[config.mk]
export PLATFORM = sky130hd
export DESIGN_NAME = dmem_ctrl
export DESIGN_NICKNAME = d
export VERILOG_FILES = /design/src/rtl/dmem_ctrl_pkg.sv /design/src/rtl/dmem_lane_fmt.sv /design/src/rtl/dmem_ctrl.sv
export SDC_FILE = /design/constraint.sdc
export NUM_CORES = 2
export LEC_CHECK = 0
export CAP_MARGIN = 15
export CORE_AREA = 2 2 528 530
export CTS_CLUSTER_DIAMETER = 40
export DETAILED_ROUTE_END_ITERATION = 6
export DIE_AREA = 0 0 530 532
export PLACE_DENSITY = 0.42
export SLEW_MARGIN = 30
export SYNTH_ARGS = -nofsm -noshare
export SYNTH_HDL_FRONTEND = slang
export SYNTH_HIERARCHICAL = 1
export SYNTH_SLANG_ARGS = --single-unit
[constraint.sdc]
create_clock -name clk -period 4.5 [get_ports clk]
set_input_delay 0.45 -clock clk [delete_from_list [all_inputs] [get_ports clk]]
set_output_delay 0.45 -clock clk [all_outputs]
set_load 0.03 [all_outputs]
[src/rtl/dmem_ctrl_pkg.sv]
// ============================================================================
// dmem_ctrl_pkg : shared funct3 codes and controller state encodings
// Rev 1.0
// ============================================================================
`default_nettype none

package dmem_ctrl_pkg;

  localparam logic [2:0] F3_B  = 3'b000;
  localparam logic [2:0] F3_H  = 3'b001;
  localparam logic [2:0] F3_W  = 3'b010;
  localparam logic [2:0] F3_BU = 3'b100;
  localparam logic [2:0] F3_HU = 3'b101;

  localparam int STATE_W = 2;
  localparam logic [STATE_W-1:0] S_IDLE = 2'd0;
  localparam logic [STATE_W-1:0] S_WAIT = 2'd1;
  localparam logic [STATE_W-1:0] S_RESP = 2'd2;

endpackage

`default_nettype wire

[src/rtl/dmem_lane_fmt.sv]
// ============================================================================
// dmem_lane_fmt : RV32 byte-lane steering, load extension and access checking
// Rev 1.0
// ============================================================================
`default_nettype none

module dmem_lane_fmt
  import dmem_ctrl_pkg::*;
(
  input  logic        we,
  input  logic [2:0]  funct3,
  input  logic [1:0]  addr_lo,
  input  logic [31:0] wdata,
  input  logic [31:0] rdata_raw,
  output logic [3:0]  byte_en,
  output logic [31:0] wdata_lane,
  output logic [31:0] rdata_ext,
  output logic        err
);

  logic [31:0] w_shift;
  logic [7:0]  w_byte;
  logic [15:0] w_half;
  logic        w_illegal;
  logic        w_misaligned;

  always_comb begin
    w_shift      = rdata_raw >> {addr_lo, 3'b000};
    w_byte       = w_shift[7:0];
    w_half       = addr_lo[1] ? rdata_raw[31:16] : rdata_raw[15:0];
    w_illegal    = 1'b0;
    w_misaligned = 1'b0;
    byte_en      = 4'b0000;
    wdata_lane   = wdata;
    rdata_ext    = 32'h0;
    case (funct3)
      F3_B: begin
        byte_en    = 4'b0001 << addr_lo;
        wdata_lane = {4{wdata[7:0]}};
        rdata_ext  = {{24{w_byte[7]}}, w_byte};
      end
      F3_H: begin
        w_misaligned = addr_lo[0];
        byte_en      = addr_lo[1] ? 4'b1100 : 4'b0011;
        wdata_lane   = {2{wdata[15:0]}};
        rdata_ext    = {{16{w_half[15]}}, w_half};
      end
      F3_W: begin
        w_misaligned = |addr_lo;
        byte_en      = 4'b1111;
        rdata_ext    = rdata_raw;
      end
      F3_BU: begin
        w_illegal = we;
        rdata_ext = {24'h0, w_byte};
      end
      F3_HU: begin
        w_illegal    = we;
        w_misaligned = addr_lo[0];
        rdata_ext    = {16'h0, w_half};
      end
      default: w_illegal = 1'b1;
    endcase

    err = w_illegal | w_misaligned;
    // Lanes are only enabled for a legal store; stores and errors return zero data.
    if (err || !we) byte_en = 4'b0000;
    if (err || we) rdata_ext = 32'h0;
  end

endmodule

`default_nettype wire

[src/rtl/dmem_ctrl.sv]
// ============================================================================
// dmem_ctrl : valid/ready data memory with RV32 sub-word access and wait states
// Rev 1.0
// ============================================================================
`default_nettype none

module dmem_ctrl
  import dmem_ctrl_pkg::*;
#(
  parameter  int DEPTH       = 64,
  parameter  int WAIT_STATES = 0,
  localparam int ADDR_W      = $clog2(DEPTH) + 2
) (
  input  logic              clk,
  input  logic              rst_n,
  input  logic              req_valid,
  output logic              req_ready,
  input  logic              req_we,
  input  logic [2:0]        req_funct3,
  input  logic [ADDR_W-1:0] req_addr,
  input  logic [31:0]       req_wdata,
  output logic              rsp_valid,
  input  logic              rsp_ready,
  output logic [31:0]       rsp_rdata,
  output logic              rsp_err
);

  localparam int         IDX_W     = ADDR_W - 2;
  localparam logic [3:0] WAIT_LAST = 4'(WAIT_STATES > 0 ? WAIT_STATES - 1 : 0);

  logic [STATE_W-1:0] r_state;
  logic [STATE_W-1:0] w_state_nxt;
  logic [3:0]         r_cnt;
  logic               r_we;
  logic [2:0]         r_funct3;
  logic [ADDR_W-1:0]  r_addr;
  logic [31:0]        r_wdata;
  logic [31:0]        r_rdata;
  logic               r_err;
  logic [31:0]        r_mem [0:DEPTH-1];

  logic               w_accept;
  logic               w_enter_resp;
  logic               w_wr;
  logic               w_cur_we;
  logic [2:0]         w_cur_funct3;
  logic [ADDR_W-1:0]  w_cur_addr;
  logic [31:0]        w_cur_wdata;
  logic [IDX_W-1:0]   w_idx;
  logic [3:0]         w_byte_en;
  logic [31:0]        w_wdata_lane;
  logic [31:0]        w_rdata_ext;
  logic               w_err;

  always_ff @(posedge clk or negedge rst_n) begin
    if (!rst_n) r_state <= S_IDLE;
    else        r_state <= w_state_nxt;
  end

  always_comb begin
    w_state_nxt = r_state;
    case (r_state)
      S_IDLE:  if (w_accept) w_state_nxt = (WAIT_STATES > 0) ? S_WAIT : S_RESP;
      S_WAIT:  if (r_cnt == WAIT_LAST) w_state_nxt = S_RESP;
      S_RESP:  if (rsp_ready) w_state_nxt = S_IDLE;
      default: w_state_nxt = S_IDLE;
    endcase
  end

  always_comb begin
    req_ready = (r_state == S_IDLE);
    rsp_valid = (r_state == S_RESP);
    rsp_rdata = r_rdata;
    rsp_err   = r_err;
  end

  assign w_accept     = req_valid & req_ready;
  assign w_enter_resp = (w_state_nxt == S_RESP) && (r_state != S_RESP);
  // An idle-to-RESP jump (no wait states) must use the live request, not the capture registers.
  assign w_cur_we     = (r_state == S_IDLE) ? req_we     : r_we;
  assign w_cur_funct3 = (r_state == S_IDLE) ? req_funct3 : r_funct3;
  assign w_cur_addr   = (r_state == S_IDLE) ? req_addr   : r_addr;
  assign w_cur_wdata  = (r_state == S_IDLE) ? req_wdata  : r_wdata;
  assign w_idx        = w_cur_addr[ADDR_W-1:2];
  assign w_wr         = w_enter_resp & rst_n;

  dmem_lane_fmt u_lane_fmt (
    .we         (w_cur_we),
    .funct3     (w_cur_funct3),
    .addr_lo    (w_cur_addr[1:0]),
    .wdata      (w_cur_wdata),
    .rdata_raw  (r_mem[w_idx]),
    .byte_en    (w_byte_en),
    .wdata_lane (w_wdata_lane),
    .rdata_ext  (w_rdata_ext),
    .err        (w_err)
  );

  always_ff @(posedge clk or negedge rst_n) begin
    if (!rst_n) begin
      r_we     <= 1'b0;
      r_funct3 <= 3'b000;
      r_addr   <= '0;
      r_wdata  <= 32'h0;
      r_cnt    <= 4'd0;
      r_rdata  <= 32'h0;
      r_err    <= 1'b0;
    end else begin
      if (w_accept) begin
        r_we     <= req_we;
        r_funct3 <= req_funct3;
        r_addr   <= req_addr;
        r_wdata  <= req_wdata;
      end
      if (r_state == S_WAIT) r_cnt <= r_cnt + 4'd1;
      else                   r_cnt <= 4'd0;
      if (w_enter_resp) begin
        r_rdata <= w_rdata_ext;
        r_err   <= w_err;
      end
    end
  end

  always_ff @(posedge clk) begin
    for (int b = 0; b < 4; b++) begin
      if (w_wr && w_byte_en[b]) r_mem[w_idx][8*b +: 8] <= w_wdata_lane[8*b +: 8];
    end
  end

endmodule

`default_nettype wire

==> impl_metrics.py <==
metrics = {
    "run_status": {
        "status": "finished, violations left",
        "violations": "setup timing",
    },
    "grt": {
        "grt_overflow": 0,
        "grt_pass1_wl_mm": 434.2,
        "antenna_found_initial": 19,
        "grt_max_degree": 65,
        "grt_pass1_vias": 53229,
        "grt_use_total_pct": 21.81,
    },
    "synth": {
        "synth_area_per_cell_um2": 16.84,
        "seq_area_frac_synth_pct": 76.98,
        "synth.distinct_cells": 75,
        "synth_fa_ha_area_share_pct": 0.03030,
        "synth.most_common_cell": "edfxtp_1",
        "netlist_top_cells_area": "edfxtp_1, a22oi_1, mux2i_1, dfrtp_1, mux2_2",
        "synth_top_cell_by_area": "edfxtp_1",
        "syn_area_um2": 82590,
        "synth-seq-cells": 2131,
        "synth-simple-area-share_pct": 4.118,
        "synth_top_family_by_area": "compound AO/OA/AOI/OAI gates",
        "synthMuxAreaShare_pct": 5.192,
        "synth-compound-area-share_pct": 11.55,
        "yosys_warnings": 6,
        "synth-xor-area-share_pct": 0.03182,
        "syn_inst": 4905,
        "synthTopCellsByCount": "edfxtp_1, a22oi_1, nand2_1, mux2i_1, nor3_1",
        "ys_async_sr_fraction_pct": 3.895,
        "synth-edff-count": 2048,
        "synth_top_area_share_pct": 74.47,
        "synth_ff_type": "edfxtp_1",
        "syn-num-nets": 4955,
    },
    "routing": {
        "routedWlPerCell_um": 31.72,
        "drtAntennaViolNets": 0,
        "routed_wl_mm": 315.9,
        "drt_iter0_markers": 5659,
        "vias": 53371,
        "firstDrtPassIters": 6,
        "viasPerCell": 5.360,
        "drc_errors": 0,
    },
    "hold_path": {
        "hold_path_class": "in2async",
    },
    "floorplan": {
        "io_pins": 83,
        "rows": 193,
        "core_area_um2": 275800,
        "die_h_um": 532,
        "start_util_pct": 29.95,
        "die_w_um": 530,
        "die_area_um2": 282000,
    },
    "timing": {
        "period_share_pct": 101.1,
        "final_max_slew_viol_count": 0,
        "rsz0062_at_grt": "true",
        "finalSetupViolations": 1,
        "fin_ws_ns": -0.04834,
        "max_slew_margin_pct": 30.73,
        "max_slew.worst_pin.slew_ns": 1.037,
        "final_hold_viol_count": 0,
        "min_period_ns": 4.548,
        "fin_skew_ns": 0.05050,
        "fin_tns_setup_ns": -0.04834,
        "fmax_ghz": 0.2199,
    },
    "clock_network": {
        "cts_inserted_buffers": 357,
        "cts.sink_count": 2131,
        "cts_tree": "built",
        "htree_levels": 5,
        "cts.clk_slew.worst_paths_ns": 0.05,
        "root_buffer": "clkbuf_16",
        "clock_latency_ns": 0.88,
        "cts_buffer_depth": 4,
    },
    "cells_and_area": {
        "area_delta_synth_final_pct": 30.87,
        "multi_input_area_um2": 18140,
        "fin_nets": 6010,
        "design_area_um2": 108100,
        "post-route-util_pct": 39.19,
        "nFillCells": 25426,
        "drive_gt1_share_pct": 30.06,
        "area.sequential_um2": 63580,
    },
    "power_and_ir_drop": {
        "irDropWorstVdd_mv": 0.3997,
        "fin_total_pwr_w": 0.06172,
        "p_per_area_nw_per_um2": 571.0,
        "leakage_nw": 36.24,
    },
    "placement": {
        "place.gp.congestion": 0.8653,
        "place_area_um2": 95450,
        "portBuffers": 82,
        "hpwl_mm": 210.5,
        "pre_cts_ws_ns": -0.6265,
    },
    "flow_run": {
        "max-cap-violations": 0,
    },
    "worst_setup_path": {
        "cp.required_ns": 5.27,
        "endpoint": "rsp_rdata[2]",
        "critical_path_arrival_ns": 5.31,
        "regToRegStartpoint": "r_state[1]",
        "crit_top_cell": "buf_4",
        "r2r_setup_slack_ns": -0.05,
        "slowest_delay_ns": 0.61,
        "cp_cell_sequence": "or2_2, inv_6, buf_8, o21ai_4, buf_12, buf_12, a222oi_1, a31oi_1, buf_4, a2111oi_2, buf_4, nand3_1, buf_4, mux2_2, a22oi_1, a21oi_1, mux2_2",
        "worstSetupEndpointType": "register",
        "regToRegEndpoint": "rsp_rdata[2]",
        "worstRegToRegCells": 17,
        "crit_slowest_cell": "a222oi_1",
        "crit_start": "r_state[1]",
        "worstPathMaxFanout": 18,
        "start_kind": "register",
        "crit_type": "reg2reg",
    },
}
## critical path, delay by kind of cell (launching register included)
| kind | cells | cell delay, ns |
|---|---|---|
| compound gates | 6 | 1.55 |
| buf+inv | 7 | 1.31 |
| mux | 2 | 0.57 |
| flops | 1 | 0.49 |
| simple gates | 2 | 0.48 |
## how the worst min path moves through the flow
stage / from / to / slack [ns]
2_1_floorplan: rst_n / r_addr[0] / 0.15
3_3_place_gp: r_cnt[0] / r_cnt[0] / 0.47
3_5_place_dp: r_cnt[0] / r_cnt[0] / 0.48
4_1_cts: rst_n / rsp_rdata[9] / 0.09
5_1_grt: rst_n / rsp_rdata[12] / 0.13
6_report: rst_n / rsp_rdata[12] / 0.12
## flip-flops by register name, summed over array words and instances (netlist names)
| register | count |
|---|---|
| rsp_err | 1 |
| rsp_rdata | 32 |
| r_addr | 8 |
| r_wdata | 32 |
| r_we | 1 |
| r_funct3 | 3 |
| r_cnt | 4 |
| r_state | 2 |
| r_mem | 2048 |
## layout by cell type, fill, tap and decap left out, drive strengths merged, types with 117 or more instances in the layout
master	count
edfxtp	2048
buf	985
a22oi	510
clkbuf	401
nand2	269
mux2i	239
nor3	211
mux2	156
a31oi	132
a221oi	117
## repair_timing
| action | CTS | global route |
|---|---|---|
| endpoints found under the setup margin | 151 | 311 |
| setup buffers | 8 | 14 |
| cloned | 0 | 1 |
| hold buffers | 1 | 0 |
| hold endpoints to repair | 27 | 0 |
| resized for setup | 32 | 50 |
| pin swaps | 8 | 16 |
## area by class of cell
class,instances,area share [%]
tap,3705,4.289
multi-input combinational,2394,16.78
clock inverter,249,2.458
antenna,2,0.004631
clock buffer,400,8.611
timing repair buffer,1067,8.991
inverter,9,0.03589
sequential,2131,58.83
## cells by family (layout without fill, tap and decap cells)
family / after synthesis / after routing
buffers and inverters: 380 / 1725
AND/OR/NAND/NOR: 731 / 731
other: 0 / 2
AO/OA/AOI/OAI: 1257 / 1257
adder cells (fa/ha/maj): 2 / 2
XOR/XNOR: 3 / 3
flip-flops: 2131 / 2131
multiplexers: 401 / 401
## per-layer routing
metal  GRT usage [%]  wire [um]
met4           6.806      10590
met5               0         33
met1           30.18     137700
met3           3.727      19770
met2           34.80     147800
## metrics by stage
stage,cells,hold WS (ns)
after CTS,9939,0.08505
final,9957,0.1153
after global routing,9956,0.1329
after floorplan,4905,0.1544
after global placement,9280,0.4732
after detailed placement,9281,0.4797
## power breakdown
part	total [W]	leakage, nW	switching, W	internal, W
clock	0.0271	5.70	0.0100	0.0171
combinational	0.0110	11.0	0.00745	0.00360
sequential	0.0236	19.5	0.000128	0.0234
Note: power is estimated with default switching activity, not from simulation.
